### src/rtl/cmul_ctrl.sv
// Sequencing controller for a shared-multiplier complex product (ar+j*ai)*(br+j*bi).
// Four partial products go through one multiplier, combined into Pr and Pi.
module cmul_ctrl #(
  parameter int DW = 12
) (
  input  logic          i_clk,
  input  logic          i_rst,
  input  logic          i_in_valid,
  output logic          o_in_ready,
  input  logic [DW-1:0] i_ar_in,
  input  logic [DW-1:0] i_ai_in,
  input  logic [DW-1:0] i_br_in,
  input  logic [DW-1:0] i_bi_in,
  output logic [DW-1:0] o_ar,
  output logic [DW-1:0] o_ai,
  output logic [DW-1:0] o_br,
  output logic [DW-1:0] o_bi,
  output logic          o_a_sel,
  output logic          o_b_sel,
  output logic          o_pp1_ce,
  output logic          o_pp2_ce,
  output logic          o_add,
  output logic          o_pr_ce,
  output logic          o_pi_ce,
  output logic          o_out_valid,
  input  logic          i_out_ready,
  output logic          o_busy,
  output logic [15:0]   o_op_count
);

  // state | meaning
  // IDLE  | waiting for operands, in_ready high
  // S1    | PP1 := ar*br
  // S2    | PP2 := ai*bi
  // S3    | Pr := PP1-PP2, and PP1 := ar*bi in the same cycle
  // S4    | PP2 := ai*br
  // S5    | Pi := PP1+PP2
  // DONE  | result held until out_ready
  typedef enum logic [2:0] {
    IDLE = 3'd0,
    S1   = 3'd1,
    S2   = 3'd2,
    S3   = 3'd3,
    S4   = 3'd4,
    S5   = 3'd5,
    DONE = 3'd6
  } state_t;

  state_t r_state;
  state_t w_next;

  logic [DW-1:0] r_ar, r_ai, r_br, r_bi;
  logic [15:0]   r_op_count;

  always_ff @(posedge i_clk) begin
    if (i_rst) r_state <= IDLE;
    else       r_state <= w_next;
  end

  // Operands are only captured on the IDLE handshake, so they hold through DONE.
  always_ff @(posedge i_clk) begin
    if (i_rst) begin
      r_ar <= '0;
      r_ai <= '0;
      r_br <= '0;
      r_bi <= '0;
    end else if (r_state == IDLE && i_in_valid) begin
      r_ar <= i_ar_in;
      r_ai <= i_ai_in;
      r_br <= i_br_in;
      r_bi <= i_bi_in;
    end
  end

  always_ff @(posedge i_clk) begin
    if (i_rst)                               r_op_count <= '0;
    else if (r_state == DONE && i_out_ready) r_op_count <= r_op_count + 16'd1;
  end

  always_comb begin
    w_next      = r_state;
    o_in_ready  = 1'b0;
    o_a_sel     = 1'b0;
    o_b_sel     = 1'b0;
    o_pp1_ce    = 1'b0;
    o_pp2_ce    = 1'b0;
    o_add       = 1'b0;
    o_pr_ce     = 1'b0;
    o_pi_ce     = 1'b0;
    o_out_valid = 1'b0;
    o_busy      = 1'b1;
    case (r_state)
      IDLE: begin
        o_in_ready = 1'b1;
        o_busy     = 1'b0;
        if (i_in_valid) w_next = S1;
      end
      S1: begin
        o_pp1_ce = 1'b1;
        w_next   = S2;
      end
      S2: begin
        o_a_sel  = 1'b1;
        o_b_sel  = 1'b1;
        o_pp2_ce = 1'b1;
        w_next   = S3;
      end
      // PR samples the pre-edge PP1/PP2 while PP1 is reloaded.
      S3: begin
        o_add    = 1'b1;
        o_pr_ce  = 1'b1;
        o_b_sel  = 1'b1;
        o_pp1_ce = 1'b1;
        w_next   = S4;
      end
      S4: begin
        o_a_sel  = 1'b1;
        o_pp2_ce = 1'b1;
        w_next   = S5;
      end
      S5: begin
        o_pi_ce = 1'b1;
        w_next  = DONE;
      end
      DONE: begin
        o_out_valid = 1'b1;
        if (i_out_ready) w_next = IDLE;
      end
      default: w_next = IDLE;
    endcase
  end

  assign o_ar       = r_ar;
  assign o_ai       = r_ai;
  assign o_br       = r_br;
  assign o_bi       = r_bi;
  assign o_op_count = r_op_count;

endmodule

### config.mk
export PLATFORM = sky130hd
export DESIGN_NAME = cmul_ctrl
export DESIGN_NICKNAME = d
export VERILOG_FILES = /design/src/rtl/cmul_ctrl.sv
export SDC_FILE = /design/constraint.sdc
export NUM_CORES = 1
export LEC_CHECK = 0
export ABC_AREA = 1
export CAP_MARGIN = 40
export CORE_ASPECT_RATIO = 0.75
export CORE_MARGIN = 3
export CORE_UTILIZATION = 42
export CTS_BUF_LIST = sky130_fd_sc_hd__clkbuf_4 sky130_fd_sc_hd__clkbuf_8 sky130_fd_sc_hd__clkbuf_16
export CTS_CLUSTER_DIAMETER = 200
export DETAILED_ROUTE_END_ITERATION = 12
export GPL_TIMING_DRIVEN = 1
export PLACE_DENSITY_LB_ADDON = 0.1
export SYNTH_ARGS = -nofsm -noshare
export SYNTH_HDL_FRONTEND = slang
export SYNTH_SLANG_ARGS = --single-unit
### constraint.sdc
create_clock -name i_clk -period 1.5 [get_ports i_clk]
set_input_delay 0.3 -clock i_clk [delete_from_list [all_inputs] [get_ports i_clk]]
set_output_delay 0.3 -clock i_clk [all_outputs]
set_load 0.05 [all_outputs]
Word-level counts from Yosys, hierarchy flattened:

Index checks and enable logic that the tools add are counted.

* bits in registers: 67
* input bits: 52
* output and inout bits: 74
* logic and storage cells: 33

* add/subtract/negate cells: 1
* equal/unequal tests: 8
* multiplexer cells: 11
* reductions and logical operators: 7

Operators by type and width (number)
* 3-bit case mux with 7 select lines: 1
* 16-bit by 1-bit adder with 16-bit output (second input constant): 1
* 3-bit == test (second input constant): 3
* 1-bit 2-to-1 mux: 8
* 3-bit by 2-bit == test with 1-bit output (second input constant): 2
* 3-bit 2-to-1 mux: 2
* 2-bit OR reduction: 3
* 2-bit != test (second input constant): 2
* 3-bit by 1-bit == test with 1-bit output (second input constant): 1
* 3-bit zero test: 1
* 1-bit logical AND: 2
* 2-bit AND reduction: 1

Depth between registers and ports, before layout:

* depth in word-level cells: 3
* depth in mapped cells: 9
* mapped depth without buffers: 9

Worst setup path before layout:

Ideal clock, no wire load.

* kind: reg-to-output
* start point: register r_state[0]
* end point: output o_pr_ce
* arrival: 2.018 ns
* required time: 1.200 ns
* setup slack: -0.818 ns
* cell stages (with the launch flop): 4
* buffers on the path: 1
* cells stage by stage: dfxtp_1 -> inv_2 -> nor3_1 -> buf_4

* cells in the longest elaborated chain, start to end: 2

RTL lines
* start: declaration: RTL line 49 `state_t r_state;`
* start signal: assignment: RTL line 57 `else r_state <= w_next;`
* 3-bit by 2-bit == test with 1-bit output
* 1-bit 2-to-1 mux
* end: declaration: RTL line 23 `output logic o_pr_ce,`

Every way passes these cells.

Worst setup path after layout:

* start point: register r_state[2]
* end point: output o_add

* cells in the longest elaborated chain, start to end: 2

RTL lines
* 3-bit by 2-bit == test with 1-bit output: RTL line 92 `case (r_state)`
* 1-bit 2-to-1 mux: RTL line 92
* end: declaration: RTL line 22 `output logic o_add,`

Every way passes these cells.

==> impl_metrics.env <==
export IMPL_fin_crit_ps=1590
export IMPL_cts_sinks=67
export IMPL_synth_top_flop_cell="dfxtp_1"
export IMPL_hpwl_mm=6.521
export IMPL_yosys_top_cells_area="dfxtp_1 (46%), nand2_1 (10%), nand3_1 (9.5%)"
export IMPL_cts_buffers=9
export IMPL_place_gp_congestion=0.8956
export IMPL_fin_skew_ps=12.63
export IMPL_cp_max_fo=4
export IMPL_num_io_pins=126
export IMPL_cts_root_buf="clkbuf_8"
export IMPL_synth_edf_count=0
export IMPL_via_count=3083
export IMPL_postSynthAreaPerCell_um2=7.583
export IMPL_yosysTopAreaCellShare_pct=46.31
export IMPL_clk_latency_ps=330
export IMPL_numPortBuffers=125
export IMPL_synth_area_leader_cell="dfxtp_1"
export IMPL_crit_path_end_kind="primary output"
export IMPL_antenna_found_initial=0
export IMPL_cts_max_level=3
export IMPL_synth_most_common_cell="nand2_1"
export IMPL_drive_above_1_share_pct=31.80
export IMPL_p_leak_nw=2.057
export IMPL_synthTopCellsByCount="nand2_1 (80), dfxtp_1 (67), nand3_1 (55)"
export IMPL_dpl_cell_area_um2=5016
export IMPL_rsz0062_at_grt="yes"
export IMPL_holdBufCountCts=0
export IMPL_first_pass_iters=4
export IMPL_grt_first_pass_wirelength_mm=14.61
export IMPL_whs_ps=381.2
export IMPL_fin_ws_ps=-90.48
export IMPL_fin_util_pct=82.67
export IMPL_criticalPathCategory="flip-flop to primary output"
export IMPL_num_antenna_cells=0
export IMPL_grt_util_met3_pct=9.434
export IMPL_slew_headroom_pct=69.65
export IMPL_wire_per_inst_um=15.20
export IMPL_ir_worst_vdd_uv=700.6
export IMPL_initial_utilization_pct=44.73
export IMPL_status="complete, but fails checks"
export IMPL_fp_coreArea_um2=6475
export IMPL_powerDensity_nw_per_um2=1004
export IMPL_synthesis_instances=382
export IMPL_grt_busiest_layer="met2"
export IMPL_ys_ff_latch=67
export IMPL_period_share_pct=106.0
export IMPL_die_y_um=77.92
export IMPL_die_w_um=101.9
export IMPL_hold_violations=0
export IMPL_cts_tree="done"
export IMPL_cp_required_ps=1200
export IMPL_worst_pin_slew_ps=455.3
export IMPL_grtUsageTotal_pct=23.07
export IMPL_synth_distinct_cells=26
export IMPL_ant_nets=0
export IMPL_rows=25
export IMPL_vias_per_cell=5.113
export IMPL_nNetsFinal=570
export IMPL_cts_path_max_buffers=2
export IMPL_seq_area_frac_synth_pct=46.31
export IMPL_cap_violations=0
export IMPL_start_kind="flip-flop"
export IMPL_violations="negative setup slack"
export IMPL_hp_class="primary input to flip-flop"
export IMPL_areaGrowthSynthToFinish_pct=84.79
export IMPL_fmax_mhz=628.7
export IMPL_slew_violations=0
export IMPL_met1_usage_pct=28.13
export IMPL_fin_area_um2=5353
export IMPL_yosys_warnings=0
export IMPL_die_area_um2=7939
export IMPL_async_reset_ff_share_pct=0
export IMPL_setup_viol=6
export IMPL_syn_num_nets=435
export IMPL_drtIter0Drc=141
export IMPL_grt_max_degree=36
export IMPL_use_met2_pct=37.21
export IMPL_drt_wl_total_mm=9.165
export IMPL_post_route_drc_count=0
export IMPL_grt_overflow_total=0
export IMPL_synth_area_um2=2897
export IMPL_grt_pass1_vias=3028
export IMPL_worstPathArrival_ps=1290
export IMPL_clk_pin_slew_ps=80
[stage by stage]
stage	total power, mW	setup WS, ps	cells	setup TNS [ps]
2_1_floorplan	2.984	-83.31	382	-83.31
3_3_place_gp	3.799	-146.6	580	-1148
3_5_place_dp	3.831	-214.4	580	-1639
4_1_cts	5.376	-123.8	602	-491.0
5_1_grt	5.579	-166.9	603	-805.4
6_report	5.376	-90.48	603	-386.2
[path summary, 6_finish.rpt]
kind	slack, ps	from	cells after the start	end
worst min register to register	500	o_ar[8]	2	o_ar[8]
worst min-delay path	380	i_in_valid	3	o_ai[8]
worst max-delay path	-90	r_state[2]	3	o_add
worst max register to register	60	r_state[0]	8	o_ai[4]
[logic make-up (layout without fill, tap and decap cells)]
kind of cell	after synthesis	in the layout	share of synthesized area, %
AO/OA/AOI/OAI	62	62	12.05
adder cells (fa/ha/maj)	1	1	0.4319
AND/OR/NAND/NOR	200	200	31.92
flip-flops	67	67	46.31
buffers and inverters	52	192	9.287
[cells in the final DEF (no fill, tap or decap), types with 2 or more instances in the layout]
| master | count |
|---|---|
| buf_4 | 18 |
| dfxtp_4 | 3 |
| buf_12 | 78 |
| dfxtp_1 | 60 |
| o21ai_0 | 4 |
| clkbuf_8 | 9 |
| dfxtp_2 | 4 |
| a21oi_1 | 46 |
| buf_6 | 2 |
| a21oi_2 | 10 |
| nor3_1 | 5 |
| clkinvlp_4 | 3 |
| nor2_1 | 29 |
| nand4_1 | 6 |
| clkdlybuf4s50_1 | 49 |
| nand2_2 | 13 |
| nand2_1 | 77 |
| nor2_2 | 3 |
| nand2_4 | 2 |
| nand3_1 | 55 |
| inv_1 | 22 |
| nor2_4 | 5 |
| inv_2 | 2 |
| buf_2 | 2 |
[where the power goes]
part / switching (mW) / internal [mW] / total [mW] / leakage [nW]
clock network: 0.703 / 0.786 / 1.49 / 0.0919
logic: 0.986 / 0.870 / 1.86 / 1.41
registers: 0.134 / 1.90 / 2.03 / 0.551
[sequential cells by signal (all words and copies together), names as in the netlist]
register / flops
o_br: 12
r_state: 3
o_ai: 12
o_ar: 12
o_bi: 12
o_op_count: 16
[what timing repair did]
item / 4_1_cts / 5_1_grt
buffers inserted: 6 / 1
pin swaps: 3 / 4
gates resized for setup: 8 / 11
endpoints found under the setup margin: 10 / 34
[layer usage]
layer | up-vias | routed length (um)
li1 | 1518 | -
met1 | 1443 | 3794
met2 | 115 | 4457
met3 | 7 | 848
met4 | 0 | 65
met5 | - | 0
[worst max-delay path, cell delays in order, from the launching register on]
cell     delay [ps]
dfxtp_4         360
buf_12          130
nor3_4          290
buf_12          180
[layout make-up]
cell class,count,area [um^2]
Sequential cell,67,1358
Inverter,26,107.6
Tap cell,81,101.3
Timing Repair Buffer,150,2235
Clock buffer,10,131.4
Clock inverter,6,66.31
Fill cell,401,1122
Multi-Input combinational cell,263,1354
No activity file was read; power rests on OpenSTA's default activity.
==> patch 1: new RTL, same flow settings <==
Change the parameter `DW` from 12 to 16.
--- a/src/rtl/cmul_ctrl.sv
+++ b/src/rtl/cmul_ctrl.sv
@@ -3,3 +3,3 @@
 module cmul_ctrl #(
-  parameter int DW = 12
+  parameter int DW = 16
 ) (
Ports: changed (8 resized); port bits go from 126 to 158. The function was not compared with the original's and may differ.
==> patch 1 against the original RTL <==
  * The flow still finishes with violations (negative setup slack)
  * Worst setup slack gained 31 ps
  * Count of clock-buffer cells in the layout stayed put
  * Die area rose by 31%
  * Total power up 29%
  * Synthesized area increased by 33%
  * Sequential share of layout area fell by 0.77 points
  * Cell area is 27% higher
  * Wire length is 27% higher
  * Sequential cell count grew 16
  * Final cell count rose by 20%
  * Largest cell class unchanged
  * Largest power group unchanged
==> patch 1: results (changes against the original RTL) <==
stage	metric	value	unit	change
drt	vias	3719		was 3083
final_layout	nMultiInputCombCells	311		was 263
setup_path	r2r-end	o_op_count[15]$_SDFFE_PP0P_		was o_ai[4]$_SDFFE_PP0P_
drt	drt-total-wl	11.60	mm	was 9.165 mm
place	dpl_worst_slack	-224.3	ps	was -214.4 ps
final_layout	n_all_inverters	25		was 26
sta	max_slew_margin	65.99	%	was 69.65%
drt	met2_length	5.667	mm	was 4.457 mm
setup_path	worstPathMaxFanout	5		was 4
final_layout	clkCellAreaFrac	3.887	%	was 3.693%
min_path	whs_endpoint	o_ai[2]$_SDFFE_PP0P_		was o_ai[8]$_SDFFE_PP0P_
place	place_inst	700		was 580
place	portBuffers	157		was 125
final_layout	seq_share	24.59	%	was 25.36%
final_layout	drive_above_1_share	42.83	%	was 31.80%
sta	layout_setup_ws	-59.19	ps	was -90.48 ps
cts	ctsResizeCount	10		was 8
sta	setup_viol	5		was 6
run_status	violations	negative setup slack		unchanged
setup_path	r2r_cells	7		was 8
setup_path	crit_end	o_a_sel		was o_add
setup_path	timing.rr.start	o_op_count[9]$_SDFFE_PP0P_		was r_state[0]$_SDFFE_PP0P_
run_status	status	finished with violations		unchanged
place	dp_hpwl	8.272	mm	was 6.521 mm
final_layout	buffers_excl_clock	179		was 150
grt	grt_first_pass_wirelength	17.86	mm	was 14.61 mm
sta	whs	348.3	ps	was 381.2 ps
## patch 1: cell types whose count changed in the layout (fill, tap and decap cells not counted), sizes merged
cell,unedited run,this run
nand2,93,109
a21oi,56,72
nand3b,0,1
buf,101,114
inv,26,25
bufinv,1,0
dfxtp,67,83
clkdlybuf4s50,49,65
nand3,55,70
clkinv,2,5
clkinvlp,3,1
## patch 1: kinds of logic (layout without fill, tap and decap cells)
group / count (synthesis) / in the layout / synth area share (%)
flip-flops: 83 / 83 / 43.16
AND/OR/NAND/NOR: 232 / 232 / 33.44
buffers and inverters: 57 / 220 / 8.027
AO/OA/AOI/OAI: 78 / 78 / 15.05
adder cells (fa/ha/maj): 1 / 1 / 0.3249
## patch 1: metal layers
metal,track usage (%),vias to the layer above
met1,26.28,1748
met4,6.875,0
met3,8.728,14
met5,0,-
li1,-,1800
met2,36.50,157
## patch 1: report_power, final
group	internal, mW	total, mW	switching (mW)
clock network	1.12	1.99	0.868
logic	1.10	2.41	1.31
registers	2.36	2.53	0.170
==> patch 2: new RTL, same flow settings <==
Made on the original files. Encoding of `state_t`: now one-hot (7 bits for 7 states).
--- a/src/rtl/cmul_ctrl.sv
+++ b/src/rtl/cmul_ctrl.sv
@@ -38,10 +38,10 @@
   // DONE  | result held until out_ready
-  typedef enum logic [2:0] {
-    IDLE = 3'd0,
-    S1   = 3'd1,
-    S2   = 3'd2,
-    S3   = 3'd3,
-    S4   = 3'd4,
-    S5   = 3'd5,
-    DONE = 3'd6
+  typedef enum logic [6:0] {
+    IDLE = 7'b0000001,
+    S1   = 7'b0000010,
+    S2   = 7'b0000100,
+    S3   = 7'b0001000,
+    S4   = 7'b0010000,
+    S5   = 7'b0100000,
+    DONE = 7'b1000000
   } state_t;
Formal check against the unedited RTL: same outputs for any inputs over 10 cycles, from zero or initial values and one cycle with i_rst high; not proved beyond that.
==> patch 2 against the original RTL <==
  * The run still ends with negative setup slack left
  * Critical path type is now reg -> reg
  * Sequential cell count grew 4
  * Total power grew 28%
  * First-iteration DRC count grew 110%
  * Worst setup slack lost 440 ps
  * Cell area grew 19%
  * Highest routed layer unchanged
  * Wire length grew 60%
  * Non-clock buffer count grew 29
  * Clock skew grew 15 ps
  * Synthesized area grew 7.0%
  * Fmax shrank 22%
==> patch 2: results (changes against the original RTL) <==
stage	metric	value	unit	change
setup_path	cp.arrival	2280	ps	was 1290 ps
synth	syn-num-nets	455		was 435
drt	vias_per_cell	5.559		was 5.113
sta	layout_setup_ws	-528.7	ps	was -90.48 ps
final_layout	finish.utilization	91.27	%	was 82.67%
place	dp_hpwl	6.762	mm	was 6.521 mm
power_and_ir_drop	ir_worst_vdd	0.0007925	V	was 0.0007006 V
setup_path	timing.rr.start	r_state[6]$_SDFFE_PP0P_		was r_state[0]$_SDFFE_PP0P_
drt	drt-total-wl	14.66	mm	was 9.165 mm
synth	synthTopCellsByCount	nand2_1, dfxtp_1, nand3_1, a21oi_1, nor2_1		unchanged
sta	setup_viol	66		was 6
min_path	hp-start	i_rst		was i_in_valid
sta	max_slew_margin	70.52	%	was 69.65%
cts	ctsResizeCount	63		was 8
cts	post_cts_buffers	19		was 6
final_layout	drive_above_1_share	45.53	%	was 31.80%
final_layout	fillers	265		was 401
sta	skew	27.27	ps	was 12.63 ps
sta	fin_setup_tns	-19040	ps	was -386.2 ps
run_status	violations	negative setup slack		unchanged
power_and_ir_drop	p_leak	2.478	nW	was 2.057 nW
synth	synth_cell_types	28		was 26
drt	firstDrtPassIters	5		was 4
run_status	status	finished with violations		unchanged
grt	grt_usage	28.24	%	was 23.07%
-- patch 2: where the power goes --
group | internal, mW | switching [mW]
logic | 1.70 | 1.57
registers | 2.03 | 0.182
clock network | 0.650 | 0.772
-- patch 2: cell type report --
| cell class | count | share of cell area [%] |
|---|---|---|
| timing repair buffer | 179 | 43.67 |
| multi-input combinational | 286 | 27.71 |
| sequential | 71 | 22.66 |
| clock buffer | 12 | 2.293 |
| tap | 98 | 1.921 |
| inverter | 19 | 1.392 |
| clock inverter | 4 | 0.3528 |
-- patch 2: final timing paths --
path | depth (start not counted) | slack [ps] | endpoint
min | 2 | 260 | o_ar[4]$_SDFFE_PP0P_
min reg2reg | 2 | 500 | o_ai[6]$_SDFFE_PP0P_
max | 12 | -530 | o_br[6]$_SDFFE_PP0P_
max reg2reg | 12 | -530 | o_br[6]$_SDFFE_PP0P_
-- patch 2: worst max-delay path: stages (launching register included) --
cell and delay [ps]:
dfxtp_4 370, nor2_4 130, nand2_2 90, inv_4 80
buf_4 120, buf_12 110, nand2_8 70, inv_8 80
buf_12 130, buf_6 110, bufbuf_16 250, nand3_1 120
a21oi_1 250
-- patch 2: per-layer routing --
layer	vias to the layer above	routed length (um)	global-route usage, %
met1	1791	5580	32.01
li1	1650	-	-
met3	50	1240	8.996
met4	0	520	10.48
met2	228	7313	50.00
met5	-	0	0
-- patch 2: logic make-up after synthesis --
kind of cell,Yosys count,synth area share (%)
xor gates and xnor gates,5,1.412
DFF,71,45.84
buffers and inverters,45,8.071
AOI/OAI and AO/OA,62,11.30
and+or+nand+nor,218,32.97
adders and majority gates,1,0.4035
-- patch 2: through the flow --
step                hold WS [ps]  std cells
floorplan                  449.2        402
global placement           484.9        614
detailed placement         491.1        614
CTS                        257.1        658
global route               266.1        669
finish                     264.9        669
